### src/rtl/reorder_buffer.sv
// rtl/reorder_buffer.sv - in-order retirement queue with CDB completion and jump-triggered flush
module reorder_buffer #(
    parameter int DEPTH = 16,
    parameter int XLEN  = 32,
    parameter int RRN_W = 6
) (
    input  logic                       clk,
    input  logic                       reset_n,
    input  logic                       alloc_valid,
    output logic                       alloc_ready,
    input  logic [XLEN-1:0]            alloc_address,
    input  logic [RRN_W-1:0]           alloc_arn,
    input  logic [RRN_W-1:0]           alloc_rrn,
    input  logic                       alloc_tag,
    input  logic                       alloc_ignore,
    input  logic                       cdb_valid,
    input  logic [RRN_W-1:0]           cdb_rrn,
    input  logic [XLEN-1:0]            cdb_data,
    input  logic                       cdb_jump,
    input  logic [XLEN-1:0]            cdb_jump_address,
    output logic                       commit_valid,
    input  logic                       commit_ready,
    output logic [RRN_W-1:0]           commit_arn,
    output logic [RRN_W-1:0]           commit_rrn,
    output logic [XLEN-1:0]            commit_data,
    output logic                       commit_tag,
    output logic                       flush_valid,
    output logic [XLEN-1:0]            flush_address,
    output logic [$clog2(DEPTH):0]     count
);
    localparam int PW = $clog2(DEPTH);
    localparam int CW = PW + 1;

    typedef struct packed {
        logic [XLEN-1:0]  address;
        logic [RRN_W-1:0] arn;
        logic [RRN_W-1:0] rrn;
        logic             tag;
        logic             ignore;
        logic             finished;
        logic             jump;
        logic [XLEN-1:0]  jump_address;
        logic [XLEN-1:0]  data;
    } rob_record_t;

    rob_record_t      rob [DEPTH];
    logic [DEPTH-1:0] valid;
    logic [PW-1:0]    head;
    logic [PW-1:0]    tail;

    logic full;
    logic head_done;
    logic pop;
    logic flush_now;
    logic alloc_fire;

    assign full         = (count == CW'(DEPTH));
    assign alloc_ready  = !full && !flush_valid;
    assign alloc_fire   = alloc_valid && alloc_ready;
    assign head_done    = valid[head] && rob[head].finished;
    assign commit_valid = head_done && !rob[head].ignore;
    assign pop          = (commit_valid && commit_ready) || (head_done && rob[head].ignore);
    assign flush_now    = pop && rob[head].jump;

    assign commit_arn  = rob[head].arn;
    assign commit_rrn  = rob[head].rrn;
    assign commit_data = rob[head].data;
    assign commit_tag  = rob[head].tag;

    // Record payload needs no reset: the valid bits alone decide liveness.
    always_ff @(posedge clk) begin
        if (cdb_valid && !flush_valid && !flush_now) begin
            for (int i = 0; i < DEPTH; i++) begin
                if (valid[i] && rob[i].rrn == cdb_rrn) begin
                    rob[i].finished     <= 1'b1;
                    rob[i].data         <= cdb_data;
                    rob[i].jump         <= cdb_jump;
                    rob[i].jump_address <= cdb_jump_address;
                end
            end
        end
        if (alloc_fire && !flush_now) begin
            rob[tail] <= '{address: alloc_address, arn: alloc_arn, rrn: alloc_rrn,
                           tag: alloc_tag, ignore: alloc_ignore, default: '0};
        end
    end

    always_ff @(posedge clk or negedge reset_n) begin
        if (!reset_n) begin
            valid         <= '0;
            head          <= '0;
            tail          <= '0;
            count         <= '0;
            flush_valid   <= 1'b0;
            flush_address <= '0;
        end else if (flush_now) begin
            valid         <= '0;
            head          <= '0;
            tail          <= '0;
            count         <= '0;
            flush_valid   <= 1'b1;
            flush_address <= rob[head].jump_address;
        end else begin
            flush_valid <= 1'b0;
            // A pop frees head while an alloc fills tail; they never alias since count is 1..DEPTH-1.
            if (alloc_fire) begin
                valid[tail] <= 1'b1;
                tail        <= tail + 1'b1;
            end
            if (pop) begin
                valid[head] <= 1'b0;
                head        <= head + 1'b1;
            end
            count <= count + CW'(alloc_fire) - CW'(pop);
        end
    end
endmodule

### config.mk
export PLATFORM = sky130hd
export DESIGN_NAME = reorder_buffer
export DESIGN_NICKNAME = d
export VERILOG_FILES = /design/src/rtl/reorder_buffer.sv
export SDC_FILE = /design/constraint.sdc
export NUM_CORES = 2
export LEC_CHECK = 0
export CORE_ASPECT_RATIO = 2
export CORE_UTILIZATION = 45
export CTS_CLUSTER_DIAMETER = 40
export DETAILED_ROUTE_END_ITERATION = 7
export HOLD_SLACK_MARGIN = 0.05
export SETUP_SLACK_MARGIN = 0.4
export SLEW_MARGIN = 15
export SYNTH_ARGS = -nofsm -noshare
export SYNTH_HDL_FRONTEND = slang
export SYNTH_SLANG_ARGS = --single-unit
### constraint.sdc
create_clock -name clk -period 4.8 [get_ports clk]
set_input_delay 0.96 -clock clk [delete_from_list [all_inputs] [get_ports clk]]
set_output_delay 0.96 -clock clk [all_outputs]
set_load 0.005 [all_outputs]
# --- Word level (Yosys, flattened, before mapping) ---
# Memory sizes are Yosys's and may differ from the RTL's.
# Index checks and enable logic that the tools add are counted.
classes:
  mux: 66
  add_sub_neg: 4
  n_eq_ne: 17
  reduce_logical: 35
  magnitude_cmp: 4
  bitwise: 3
ops:
  columns: ["op", "n"]
  rows:
  - ["equality test 6 bit", 16]
  - ["two-way mux 16 bit", 4]
  - ["two-way mux 1 bit", 54]
  - ["logical AND 1 bit", 28]
  - ["bitwise AND 16 bit", 1]
  - ["two-way mux 4 bit", 4]
  - ["NOT 16 bit", 1]
  - ["bitwise OR 16 bit", 1]
  - ["less-than comparator 4 x 5 -> 1 bit (second input constant)", 2]
  - ["adder 4 x 1 -> 4 bit (second input constant)", 2]
  - ["demux 1 bit (select 4 bit)", 2]
  - [">= comparator 4 x 1 -> 1 bit (second input constant)", 2]
  - ["adder 5 x 1 -> 5 bit", 1]
  - ["equality test 5 bit (second input constant)", 1]
  - ["two-way mux 5 bit", 1]
  - ["subtractor 5 x 1 -> 5 bit", 1]
  - ["binary-select mux 1 bit (select 4 bit)", 1]
  - ["zero test 1 bit", 4]
  - ["nonzero test 2 bit", 2]
  - ["logical OR 1 bit", 1]
word_totals:
  input_bits: 122
  n_memories: 1
  word_cells: 136
  ramBits: 1792
  register_bits: 62
  out_inout_bits: 85
mem_list:
  columns: ["memory", "words", "width", "rd", "rd_ports_with_merged_regs", "write_ports", "line_no", "text"]
  rows:
  - ["rob", 16, 112, 17, 0, 17, "46", "rob_record_t rob [DEPTH];"]

# --- Longest topological paths before layout ---
logic_depth:
  ltp_word: 11
  mapped_depth: 20
  mapped_depth_nobuf: 16

# --- Least setup slack after synthesis ---
# OpenSTA, ideal clock, no wires.
synth_path:
  path_kind: "reg-to-output"
  start: "register head[1]"
  end: "output commit_data[20]"
  setup_slack_ns: 1.170
  path_buffers: 5
  path_stages_with_launch: 8
  arrival_ns: 2.670
  path_cell_list: "dfrtp_1 > buf_4 > buf_6 > buf_6 > buf_2 > buf_1 > mux4_2 > mux4_2"
synth_between:
  elab_chain_len: 1
synth_rtl:
  columns: ["item", "line_no", "text"]
  rows:
  - ["from (decl)", "48", "logic [PW-1:0] head;"]
  - ["from (signal assigned)", "112", "head <= head + 1'b1;"]
  - ["memory (16 x 112 bit)", null, null]
  - ["to (decl)", "25", "output logic [XLEN-1:0] commit_data,"]
# No other way between the ends.

# --- Worst setup path after layout ---
layout_path:
  start: "register head[1]"
  end: "output commit_data[24]"
# Same word-level chain as after synthesis.

==> run metrics <==
Gate Count Post-Synth between 5000 and 6000; post-synthesis register bit count roughly 1300; commonest non-fill, non-tap cell in the layout nand2_1; DRT antenna net count 0; Int Pwr around 24 mW; Clock Path Buffers 3; overall power roughly 34 mW; highest clock rate ~230 MHz; core area ~0.13 sq mm; Syn. warnings 0; # rows 185; Cell Pwr Density approximately 520 mW/mm^2; Comb power frac between 20% and 30%; post-synthesis sequential area ratio 51.17%; Max Transition Viols Final 0; Post-synth EDFFs roughly 220; vias in the first global route around 42000; layout cells sized above 1 15.02%; final-layout fill cell count between 10000 and 15000; Final min period roughly 4.4 ns; Max-slew headroom a little under two fifths; FF+latch area about 0.029 sq mm; setup TNS 0 ns; Distinct cells, synth between 40 and 50; # hold bufs at CTS 0; WS Path Type reg2out; wire length per cell around 26 um; Worst path max stage delay 0.61 ns; io pins 207; Die X about 250 um; via count between 40000 and 50000; Mapped Nets about 5600; RSZ-0062 raised after global routing true; Slew @ Worst Pin about 0.94 ns; Max-Cap Viols 0; Final Skew about 0.028 ns; Die Area around 0.13 sq mm; VDD IR-drop max 302.5 uV; clk_lat worst skew about 0.77 ns; CTS H-tree depth 4; largest net degree at the start of global routing 67; gpl congestion approximately 0.84; synthesized area per cell around 10 sq um; Crit. End Element output pin; final hold violation count 0; Sequential Power Share 43.1%; NetSw 10.41 mW; worst path arrival time 3.41 ns; Tcrit/Tclk final between 90 and 100%; drt first pass iters 5; clock network power share a little under a third; Iter 0 DRT Violations between 3000 and 4000; gr ovfl total 0; CTS tree yes; ys async rst share under 10%; Worst setup SP type register; leakage between 20 and 30 nW; worst min path class in2async; first-pass GRT wire length roughly 280000 um; IO Port Bufs approximately 170; Num CTS Buffers between 100 and 150; Root Driver clkbuf_16; Multi-input gate area between 0.02 and 0.03 sq mm; vias per cell 5.863; FF-to-FF path depth 12; status finished, final reports clean; crit path max fanout 50; CP max stage cell mux4_2; synthesized area between 0.05 and 0.06 sq mm; Clock Sinks between 1000 and 1500; switching power share of the total a little under a third; DR DRC count 0; initial antenna violation count 16; dpl hpwl about 110000 um; Cell Chain, Critical Path buf_12, mux4_2, mux4_2, clkdlybuf4s50_1; Main synth FF type dfxtp_1; Die Ht just over 500 um; final setup fails 0; gr usage total about 30%; final wirelength ~190000 um; Starting Density between 40% and 50%; Nets 5544; synth-to-layout area growth 14.26%; cell mode on critical path mux4_2; most frequent cells in the layout nand2_1 (1414), dfxtp_1 (1056), a21oi_1 (674), nor2_1 (432), mux4_2 (399); CP required roughly 3.8 ns; Clock transition at path regs approximately 0.06 ns
-- cell families after synthesis --
kind of cell	share of synthesized area, %
flip-flops	51.17
AND/OR/NAND/NOR	12.93
AO/OA/AOI/OAI	6.596
multiplexers	22.58
buffers and inverters	4.803
adder cells (fa/ha/maj)	0.3395
XOR/XNOR	1.584
-- per-stage QoR --
step	instances	area, sq um	hold WS [ns]	setup slack (ns)	util [%]
floorplan	5483	57500	0.4223	1.170	-
CTS	7185	65610	0.2030	0.3601	51.72
finish	7193	65700	0.1929	0.4292	51.79
global route	7192	65690	0.2242	0.3706	51.79
detailed placement	6944	61160	0.4359	0.6816	48.21
global placement	6944	61160	0.4303	0.7141	48.21
-- critical path, delay by kind of cell, from the launching register on --
family                 cells  cell delay, ns
muxes                      2            1.14
DFF                        1            0.55
buffers and inverters      2            0.82
-- sequential cells by signal (all words and copies together), names as in the netlist --
name,flops
rob,1280
flush_address,32
valid,16
count,5
head,4
tail,4
flush_valid,1
-- path summary, 6_finish.rpt --
kind	from	end	slack, ns
setup reg to reg	head[0]	rob[2][38]	0.74
hold reg to reg	rob[5][26]	rob[5][26]	0.45
hold / removal	reset_n	count[3]	0.19
setup / recovery	head[1]	commit_data[24]	0.43
min in group clk	rob[5][26]	rob[5][26]	0.45
max in group asynchronous	reset_n	head[2]	3.46
-- cell type report --
class                      instances  area share (%)
sequential                      1342           44.80
multi-input combinational       3558           38.92
antenna                            4         0.01524
clock inverter                    54          0.8437
tap                             1683           3.205
clock buffer                     181           5.828
inverter                          28          0.1752
timing repair buffer             343           6.211
-- timing repair --
item	in CTS	in global routing
cloned	0	1
setup endpoints to repair	46	15
gates resized for setup	3	4
buffers inserted	6	3
-- cells in the mapped netlist (2+ instances only) --
cell / n / area (sq um)
dfxtp_1: 1056 / 21140
nor2_1: 432 / 1622
o211ai_2: 6 / 75.07
a22oi_1: 7 / 52.55
nor4_2: 2 / 25.02
o21ai_0: 4 / 20.02
inv_1: 26 / 97.59
a2bb2oi_1: 4 / 35.03
a21o_1: 2 / 15.01
ha_1: 14 / 175.2
a21oi_1: 674 / 3373
buf_4: 60 / 450.4
a211oi_2: 2 / 25.02
clkbuf_1: 279 / 1047
xor2_1: 51 / 446.7
mux4_2: 399 / 8986
nor4_4: 2 / 42.54
nand4_1: 17 / 106.4
nand2_1: 1414 / 5308
o211ai_1: 9 / 67.56
dfrtp_1: 62 / 1551
mux2i_1: 398 / 3984
nand3_1: 10 / 50.05
buf_1: 63 / 236.5
nor2b_1: 4 / 25.02
inv_2: 2 / 7.510
buf_6: 25 / 281.5
o211a_1: 9 / 90.09
buf_2: 128 / 640.6
edfxtp_1: 224 / 6726
and2_1: 8 / 50.05
and3_1: 6 / 37.54
xnor2_1: 53 / 464.2
nor4_1: 16 / 100.1
-- power groups by stage --
stage	sequential [mW]	clock, mW	combinational (mW)
final	14.8	10.7	8.86
after global routing	15.0	11.2	9.52
after global placement	15.0	0	8.56
after CTS	14.8	10.8	8.81
after detailed placement	15.1	0	8.70
after floorplan	14.5	0	6.15
-- per-layer routing --
layer	vias to the layer above	GRT usage (%)	share of wire, %
li1	18683	-	-
met1	20986	33.93	36
met3	567	4.737	6.9
met5	-	0	0.088
met4	24	14.63	5.3
met2	1909	52.77	52
No activity file was read; power rests on OpenSTA's default activity.
